[src/rtl/micro_uaz_pkg.sv]
// Shared definitions for the fetch sequencer: FSM state encoding and
// default reset PC / halt opcode values.
package micro_uaz_pkg;

   typedef enum logic [1:0] {
      IDLE  = 2'd0,
      FETCH = 2'd1,
      VALID = 2'd2,
      HALT  = 2'd3
   } state_t;

   localparam logic [7:0] RESET_PC_DEFAULT    = 8'h00;
   localparam logic [8:0] HALT_OPCODE_DEFAULT = 9'h1FF;

endpackage

[src/rtl/fetch_sequencer_if.sv]
// Fetch sequencer bus: control inputs, instruction memory port and decoder port.
// Optional FETCH_BRANCH_CHECK_EN adds the o_Error flag.
interface fetch_sequencer_if;
   import micro_uaz_pkg::*;

   logic       i_Start;
   logic       i_Stall;
   logic       i_Branch_Taken;
   logic [8:0] i_Branch_Target;
   logic [8:0] i_Instruction_Data;
   logic       i_Ready;
   logic [8:0] o_Address;
   logic [8:0] o_Instruction;
   logic       o_Valid;
   logic [7:0] o_Pc;
   logic       o_Halted;
   state_t     o_State;
`ifdef FETCH_BRANCH_CHECK_EN
   logic       o_Error;
`endif

   // Decoder handshake: a word transfers on a rising edge where o_Valid and
   // i_Ready are both high; o_Instruction/o_Pc hold while o_Valid && !i_Ready.
   modport master (
      input  i_Start, i_Stall, i_Branch_Taken, i_Branch_Target,
             i_Instruction_Data, i_Ready,
      output o_Address, o_Instruction, o_Valid, o_Pc, o_Halted, o_State
`ifdef FETCH_BRANCH_CHECK_EN
      , output o_Error
`endif
   );

   modport slave (
      output i_Start, i_Stall, i_Branch_Taken, i_Branch_Target,
             i_Instruction_Data, i_Ready,
      input  o_Address, o_Instruction, o_Valid, o_Pc, o_Halted, o_State
`ifdef FETCH_BRANCH_CHECK_EN
      , input o_Error
`endif
   );

endinterface

[src/rtl/pc_register.sv]
// 8-bit program counter with load, increment and hold; load wins over increment.
module pc_register
   import micro_uaz_pkg::*;
#(
   parameter logic [7:0] RESET_PC = RESET_PC_DEFAULT
) (
   input  logic       clk,
   input  logic       rst_n,
   input  logic       load,
   input  logic       inc,
   input  logic [7:0] load_value,
   output logic [7:0] pc
);

   always_ff @(posedge clk or negedge rst_n) begin
      if (!rst_n) begin
         pc <= RESET_PC;
      end else if (load) begin
         pc <= load_value;
      end else if (inc) begin
         pc <= pc + 8'd1;
      end
   end

endmodule

[src/rtl/fetch_sequencer.sv]
// Instruction fetch sequencer: IDLE/FETCH/VALID/HALT FSM with registered decoder outputs.
// Define FETCH_BRANCH_CHECK_EN to trap branches whose target has bit 8 set.
module fetch_sequencer
   import micro_uaz_pkg::*;
#(
   parameter logic [7:0] RESET_PC    = RESET_PC_DEFAULT,
   parameter logic [8:0] HALT_OPCODE = HALT_OPCODE_DEFAULT
) (
   input  logic                 i_Clk,
   input  logic                 i_Reset_n,
   fetch_sequencer_if.master    bus
);

   state_t     state;
   logic [8:0] instr_q;
   logic [7:0] pc_q;
   logic       valid_q;
   logic       halted_q;
   logic       error_q;
   logic [7:0] pc;
   logic       branch_hit;
   logic       branch_err;
   logic       capture;
   logic       restart;
   logic       pc_load;
   logic [7:0] pc_load_value;

   // Branches only matter while the fetch stream is running.
   assign branch_hit = bus.i_Branch_Taken && ((state == FETCH) || (state == VALID));

`ifdef FETCH_BRANCH_CHECK_EN
   assign branch_err  = branch_hit && bus.i_Branch_Target[8];
   assign bus.o_Error = error_q;
`else
   logic [1:0] unused_bits;
   assign branch_err  = 1'b0;
   assign unused_bits = {bus.i_Branch_Target[8], error_q};
`endif

   assign capture = !branch_hit && !bus.i_Stall &&
                    ((state == FETCH) ||
                     ((state == VALID) && bus.i_Ready && (instr_q != HALT_OPCODE)));
   assign restart = !branch_hit && !bus.i_Stall && (state == HALT) && bus.i_Start;

   assign pc_load       = (branch_hit && !branch_err) || restart;
   assign pc_load_value = restart ? RESET_PC : bus.i_Branch_Target[7:0];

   pc_register #(.RESET_PC(RESET_PC)) u_pc (
      .clk        (i_Clk),
      .rst_n      (i_Reset_n),
      .load       (pc_load),
      .inc        (capture),
      .load_value (pc_load_value),
      .pc         (pc)
   );

   always_ff @(posedge i_Clk or negedge i_Reset_n) begin
      if (!i_Reset_n) begin
         state    <= IDLE;
         instr_q  <= 9'h000;
         pc_q     <= 8'h00;
         valid_q  <= 1'b0;
         halted_q <= 1'b0;
         error_q  <= 1'b0;
      end else if (branch_hit) begin
         // The presented word is dropped even if the decoder accepts it now.
         valid_q <= 1'b0;
         if (branch_err) begin
            state    <= HALT;
            halted_q <= 1'b1;
            error_q  <= 1'b1;
         end else begin
            state <= FETCH;
         end
      end else if (!bus.i_Stall) begin
         case (state)
            IDLE: begin
               if (bus.i_Start) begin
                  state   <= FETCH;
                  error_q <= 1'b0;
               end
            end
            FETCH, VALID: begin
               if (capture) begin
                  instr_q <= bus.i_Instruction_Data;
                  pc_q    <= pc;
                  valid_q <= 1'b1;
                  state   <= VALID;
               end else if (bus.i_Ready) begin
                  valid_q  <= 1'b0;
                  halted_q <= 1'b1;
                  state    <= HALT;
               end
            end
            HALT: begin
               if (bus.i_Start) begin
                  state    <= FETCH;
                  halted_q <= 1'b0;
                  error_q  <= 1'b0;
               end
            end
         endcase
      end
   end

   assign bus.o_Address     = {1'b0, pc};
   assign bus.o_Instruction = instr_q;
   assign bus.o_Valid       = valid_q;
   assign bus.o_Pc          = pc_q;
   assign bus.o_Halted      = halted_q;
   assign bus.o_State       = state;

endmodule

[src/flat_wrapper.sv]
// flat-port wrapper written by rule: the top's interface ports become plain ports
module fetch_sequencer_flat import micro_uaz_pkg::*;
#(
   parameter logic [7:0] RESET_PC    = RESET_PC_DEFAULT,
   parameter logic [8:0] HALT_OPCODE = HALT_OPCODE_DEFAULT
)
  (i_Clk, i_Reset_n, bus_i_Start, bus_i_Stall, bus_i_Branch_Taken, bus_i_Branch_Target, bus_i_Instruction_Data, bus_i_Ready, bus_o_Address, bus_o_Instruction, bus_o_Valid, bus_o_Pc, bus_o_Halted, bus_o_State);
  fetch_sequencer_if bus_i ();
  input  logic i_Clk;
  input  logic i_Reset_n;
  input wire logic [$bits(bus_i.i_Start)-1:0] bus_i_Start;
  input wire logic [$bits(bus_i.i_Stall)-1:0] bus_i_Stall;
  input wire logic [$bits(bus_i.i_Branch_Taken)-1:0] bus_i_Branch_Taken;
  input wire logic [$bits(bus_i.i_Branch_Target)-1:0] bus_i_Branch_Target;
  input wire logic [$bits(bus_i.i_Instruction_Data)-1:0] bus_i_Instruction_Data;
  input wire logic [$bits(bus_i.i_Ready)-1:0] bus_i_Ready;
  output wire logic [$bits(bus_i.o_Address)-1:0] bus_o_Address;
  output wire logic [$bits(bus_i.o_Instruction)-1:0] bus_o_Instruction;
  output wire logic [$bits(bus_i.o_Valid)-1:0] bus_o_Valid;
  output wire logic [$bits(bus_i.o_Pc)-1:0] bus_o_Pc;
  output wire logic [$bits(bus_i.o_Halted)-1:0] bus_o_Halted;
  output wire logic [$bits(bus_i.o_State)-1:0] bus_o_State;
  assign bus_i.i_Start = bus_i_Start;
  assign bus_i.i_Stall = bus_i_Stall;
  assign bus_i.i_Branch_Taken = bus_i_Branch_Taken;
  assign bus_i.i_Branch_Target = bus_i_Branch_Target;
  assign bus_i.i_Instruction_Data = bus_i_Instruction_Data;
  assign bus_i.i_Ready = bus_i_Ready;
  assign bus_o_Address = bus_i.o_Address;
  assign bus_o_Instruction = bus_i.o_Instruction;
  assign bus_o_Valid = bus_i.o_Valid;
  assign bus_o_Pc = bus_i.o_Pc;
  assign bus_o_Halted = bus_i.o_Halted;
  assign bus_o_State = bus_i.o_State;
  fetch_sequencer #(.RESET_PC(RESET_PC), .HALT_OPCODE(HALT_OPCODE)) u_core (.i_Clk(i_Clk), .i_Reset_n(i_Reset_n), .bus(bus_i));
endmodule
[config.mk]
export PLATFORM = sky130hd
export DESIGN_NAME = fetch_sequencer_flat
export DESIGN_NICKNAME = d
export VERILOG_FILES = /design/src/rtl/micro_uaz_pkg.sv /design/src/rtl/fetch_sequencer_if.sv /design/src/rtl/pc_register.sv /design/src/rtl/fetch_sequencer.sv /design/src/flat_wrapper.sv
export SDC_FILE = /design/constraint.sdc
export NUM_CORES = 1
export LEC_CHECK = 0
export CORE_MARGIN = 5
export CORE_UTILIZATION = 47
export DETAILED_ROUTE_END_ITERATION = 16
export PLACE_DENSITY_LB_ADDON = 0.2
export SYNTH_ARGS = -nofsm -noshare
export SYNTH_HDL_FRONTEND = slang
export SYNTH_SLANG_ARGS = --single-unit
[constraint.sdc]
create_clock -name i_Clk -period 4.1 [get_ports i_Clk]
set_input_delay 0.82 -clock i_Clk [delete_from_list [all_inputs] [get_ports i_Clk]]
set_output_delay 0.82 -clock i_Clk [all_outputs]
set_load 0.02 [all_outputs]
## Yosys cells after proc, flatten, opt, wreduce, memory -nomap -nowiden

Index checks and enable logic that the tools add are counted.
Widths: inputs -> output; s select.

| word-level totals | value |
|---|---|
| flip-flop bits (word level) | 29 |
| latch bits | 0 |
| bits in writable memories | 0 |
| bits in read-only memories | 0 |
| input port bits | 24 |
| output and inout bits | 30 |
| memories kept | 0 |

| cells by class | value |
|---|---|
| add/subtract/negate cells | 1 |
| multiply operators | 0 |
| divide/modulo/power cells | 0 |
| order comparisons | 0 |
| equal/unequal tests | 10 |
| shifts and indexed selects | 0 |
| muxes and demuxes | 18 |
| bitwise operators | 2 |
| reduce and logical (&&, ||, !) cells | 23 |

Operators with widths:

| operator | number |
|---|---|
| $mux 8 | 3 |
| $mux 2 | 5 |
| $ne 9x9->1 const B | 1 |
| $add 8x1->8 const B | 1 |
| $mux 1 | 8 |
| $logic_and 1x1->1 | 7 |
| $ne 2x2->1 const B | 3 |
| $reduce_and 3->1 | 2 |
| $reduce_and 6->1 | 1 |
| $reduce_bool 2->1 | 3 |
| $eq 2x2->1 const B | 2 |
| $ne 4x2->1 const B | 1 |
| $pmux 2 s2 | 1 |
| $reduce_and 4->1 | 1 |
| $reduce_or 2->1 | 2 |
| $logic_or 1x1->1 | 3 |
| $ne 3x1->1 const B | 1 |
| $reduce_bool 3->1 | 1 |
| $eq 2x1->1 const B | 1 |
| $logic_not 1->1 | 2 |
| $logic_not 2->1 | 1 |
| $ne 2x1->1 const B | 1 |
| $not 1->1 | 2 |
| $pmux 1 s2 | 1 |

## Depth between registers and ports, before layout

| depth | value |
|---|---|
| word-level depth | 10 |
| depth in mapped cells | 9 |
| depth with buffers taken out | 7 |

## Hierarchy

From an unflattened synthesis, not the netlist that was laid out.

| second synthesis, totals | value |
|---|---|
| cell total of the unflattened synthesis | 133 |
| area, all modules | 1526.5 µm² |

By module, submodules not included:

| module | times used | cells an instance | area each (µm²) |
|---|---|---|---|
| fetch_sequencer | 1 | 84 | 1076.0 |
| pc_register | 1 | 49 | 450.4 |

## Worst setup path before layout

Ideal clock, no wire load.

| timing | value |
|---|---|
| path kind | reg2reg |
| start point | register u_core.state[0], in the netlist u_core.bus.o_State[0] |
| end point | register u_core.instr_q[8], in the netlist u_core.bus.o_Instruction[8] |
| setup time | 125 ps |
| data arrival time | 2283 ps |
| required time | 3975 ps |
| slack | 1692 ps |
| stages on the path, launching flop included | 9 |
| buffers on the path | 2 |
| period minus slack after synthesis | 2408 ps |
| cells stage by stage | dfrtp_1 > inv_1 > ha_1 > nor2b_2 > or3_1 > clkbuf_2 > or3_4 > buf_6 > mux2_4 |

| between the ends | value |
|---|---|
| cells in the longest elaborated chain, start to end | 7 |
| elaborated cells on any way between the ends | 13 |
| classes of those cells | 2 x eq/ne; 1 x bitwise; 10 x reduce/logical |

RTL lines:

| item | RTL line | source |
|---|---|---|
| start: declaration | fetch_sequencer.sv:14 | `state_t state;` |
| start signal: assignment | fetch_sequencer.sv:59 | `state <= IDLE;` |
| start signal: assignment | fetch_sequencer.sv:69 | `state <= HALT;` |
| start signal: assignment | fetch_sequencer.sv:73 | `state <= FETCH;` |
| $eq 2x1->1 or $eq 2x2->1 (tied branches) | - |  |
| $logic_or 1x1->1 | fetch_sequencer.sv:29 | `assign branch_hit = bus.i_Branch_Taken && ((state == FETCH) \|\| (state == VALID));` |
| $logic_and 1x1->1 | fetch_sequencer.sv:29 |  |
| $logic_not 1->1 | fetch_sequencer.sv:40 | `assign capture = !branch_hit && !bus.i_Stall &&` |
| $logic_and 1x1->1 (2 in a row) | fetch_sequencer.sv:40 |  |
| $reduce_and 4->1 (no line) * | - |  |
| end signal: assignment | fetch_sequencer.sv:85 | `instr_q <= bus.i_Instruction_Data;` |
| end: declaration | fetch_sequencer.sv:15 | `logic [8:0] instr_q;` |

Every way passes the cells marked *; elsewhere a longest branch is shown, timed or not.
A chain may end at the register's enable or synchronous reset.

## Worst setup path in the final report

| timing | value |
|---|---|
| start point | input bus_i_Branch_Taken |
| end point | register u_core.instr_q[6], in the netlist u_core.bus.o_Instruction[6] |

| between the ends | value |
|---|---|
| cells in the longest elaborated chain, start to end | 5 |
| elaborated cells on any way between the ends | 6 |
| classes of those cells | 1 x bitwise; 5 x reduce/logical |

RTL lines:

| item | RTL line | source |
|---|---|---|
| start: declaration | flat_wrapper.sv:13 | `input wire logic [$bits(bus_i.i_Branch_Taken)-1:0] bus_i_Branch_Taken;` |
| $logic_and 1x1->1 * | fetch_sequencer.sv:29 |  |
| $logic_not 1->1 | fetch_sequencer.sv:40 |  |
| $logic_and 1x1->1 (2 in a row) | fetch_sequencer.sv:40 |  |
| $reduce_and 4->1 (no line) * | - |  |

Marks and branches as above.

==> results.sh <==
export IMPL_status="finished, final reports clean"
export IMPL_synth_top_area_share_pct=48.95
export IMPL_ir_drop_v=0.0003029
export IMPL_mostFrequentLayoutCells="clkdlybuf4s50_1, dfrtp_1, mux2_4, o21ai_0, a21oi_1"
export IMPL_hold_viol_final=0
export IMPL_ff2ff_setup_slack_ns=1.55
export IMPL_grt_total_usage_pct=16.62
export IMPL_grt_pass1_wl_microns=5520
export IMPL_ant_nets=0
export IMPL_setup_viol=0
export IMPL_vias=1136
export IMPL_setup_tns_ns=0
export IMPL_yosysUniqueCellTypes=32
export IMPL_antenna_cells=0
export IMPL_drc=0
export IMPL_final_common_cell="clkdlybuf4s50_1"
export IMPL_yosysTopAreaCell="dfrtp_1"
export IMPL_fin_nets=205
export IMPL_grt_pass1_vias=1183
export IMPL_hold_buffers=0
export IMPL_syn_inst=123
export IMPL_worstPathArrival_ns=2.86
export IMPL_synth_area_top_cells="dfrtp_1, mux2_4, xnor2_1"
export IMPL_worst_pin_slew_ns=0.5932
export IMPL_p_int_mw=1.033
export IMPL_clock_latency_ns=0.33
export IMPL_relSlewSlack_pct=60.35
export IMPL_area_growth_pct=39.75
export IMPL_vias_per_cell=5.140
export IMPL_max_cap_viol_count=0
export IMPL_dp_cells=214
export IMPL_routabilityCongestion=0.8246
export IMPL_start_util_pct=48.97
export IMPL_clock_power_share_pct=10.2
export IMPL_switching_share_pct=39.80
export IMPL_finalCoreUtilization_pct=68.43
export IMPL_setup_slack_ns=1.447
export IMPL_layout_drive_gt1_share_pct=15.82
export IMPL_io_buffers=51
export IMPL_syn_area_per_cell_sq_um=12.05
export IMPL_dp_hpwl_microns=2523
export IMPL_die_h_microns=66.17
export IMPL_dr_pass1_iters=4
export IMPL_worstPathMaxFanout=20
export IMPL_synthArstFlopShare_pct=100.0
export IMPL_min_period_ns=2.653
export IMPL_synthesis_area_sq_um=1483
export IMPL_grt_max_degree=30
export IMPL_crit_path_end_kind="flip-flop"
export IMPL_totalWireLength_microns=3375
export IMPL_post_cts_buffers=0
export IMPL_clk_pin_slew_ns=0.09
export IMPL_cts_sinks=29
export IMPL_worst_setup_path_start_kind="primary input"
export IMPL_critical_path_class="primary input to flip-flop"
export IMPL_routedWlPerCell_microns=15.27
export IMPL_seqPwrFrac_pct=33.0
export IMPL_cts_root_buf="clkbuf_4"
export IMPL_synth_yosys_seq_area_share_pct=48.95
export IMPL_finalNonFillerCells=221
export IMPL_dieArea_sq_um=4378
export IMPL_place_worst_setup_slack_ns=1.121
export IMPL_p_switching_uw=682.8
export IMPL_maxSlewViolCount=0
export IMPL_die_w_microns=66.17
export IMPL_power_density_nw_per_um2=828.0
export IMPL_cts_tree="done"
export IMPL_cts_resized_gates=0
export IMPL_syn_nets=151
export IMPL_pin_count=54
export IMPL_total_power_mw=1.716
export IMPL_p_leak_nw=0.9161
export IMPL_yosysWarnings=0
export IMPL_h_tree_depth=2
export IMPL_finClkSkew_ns=0.009352
export IMPL_fin_crit_sh_pct=64.72
export IMPL_synth_edf_count=0
export IMPL_core_area_sq_um=3028
export IMPL_min_path_type="flip-flop to flip-flop"
export IMPL_synth_seq_cells=29
export IMPL_crit_required_ns=4.31
export IMPL_num_rows=20
export IMPL_synthFlopType="dfrtp_1"
export IMPL_fmax_mhz=376.9
export IMPL_antenna_found_initial=0
export IMPL_grt_overflow=0
export IMPL_combinationalPowerShare_pct=56.8
export IMPL_ctsLongestPathBuffers=2
export IMPL_dr_first_iter_drc_count=41
export IMPL_numCtsBuffers=5
export IMPL_grt_setup_unrepaired="no"
-- sequential cells by signal (all words and copies together) (netlist names) --
| name | flops |
|---|---|
| u_core.bus.o_Instruction | 9 |
| u_core.bus.o_Pc | 8 |
| u_core.bus.o_Valid | 1 |
| u_core.bus.o_Halted | 1 |
| u_core.u_pc.pc | 8 |
| u_core.bus.o_State | 2 |
-- area by class of cell --
type | instances | area, sq um
Multi-Input combinational cell | 83 | 695.7
Timing Repair Buffer | 52 | 518.0
Sequential cell | 29 | 725.7
Fill cell | 241 | 955.9
Tap cell | 44 | 55.05
Clock buffer | 7 | 55.05
Inverter | 6 | 22.52
-- cells in the mapped netlist, types with 3 or more instances --
cell type,count
a21oi_1,8
dfrtp_1,29
ha_1,4
inv_1,6
mux2_4,17
nand2_1,7
nand3_1,4
nand4_1,3
nor2_1,3
o21ai_0,9
xnor2_1,6
-- metrics by stage --
step           area (sq um)  hold slack, ns
3_3_place_gp           2017          0.4911
6_report               2072          0.5160
3_5_place_dp           2017          0.4958
4_1_cts                2072          0.5207
5_1_grt                2072          0.5379
2_1_floorplan          1483          0.5244
-- routing by layer --
layer	GRT usage [%]	wire length, microns	vias to the layer above
met3	6.293	240	3
met1	20.35	1464	550
met4	4.569	26	0
met5	0	0	-
met2	27.26	1644	38
li1	-	-	545
-- worst max-delay path: stages --
cell and delay, ns:
clkdlybuf4s50_1 0.47, nor2b_2 0.23, or3_1 0.43, or3_4 0.54
mux2_4 0.35
-- cells by family after synthesis --
family	share of synthesized area, %
buffers and inverters	4.134
muxes	18.57
adders and majority gates	3.376
other	0.2529
AOI/OAI and AO/OA	9.283
xor gates and xnor gates	3.544
DFF	48.95
and+or+nand+nor	11.90
-- power groups by stage --
stage	combinational [mW]	clock, mW	sequential (mW)
after global routing	1.04	0.190	0.590
after CTS	0.985	0.181	0.566
after global placement	0.960	0	0.557
final	0.974	0.175	0.567
after floorplan	0.444	0	0.717
after detailed placement	0.981	0	0.571
-- final timing paths --
path	cells past startpoint	startpoint	endpoint
min reg2reg	1	u_core.bus.o_Pc[1]	u_core.bus.o_Pc[1]
max in group asynchronous	2	i_Reset_n	u_core.bus.o_State[1]
max reg2reg	6	u_core.bus.o_State[0]	u_core.bus.o_Instruction[6]
max	5	bus_i_Branch_Taken	u_core.bus.o_Instruction[6]
min	1	u_core.bus.o_Pc[1]	u_core.bus.o_Pc[1]
min in group asynchronous	2	i_Reset_n	u_core.bus.o_Pc[6]
No activity file was read; power rests on OpenSTA's default activity.
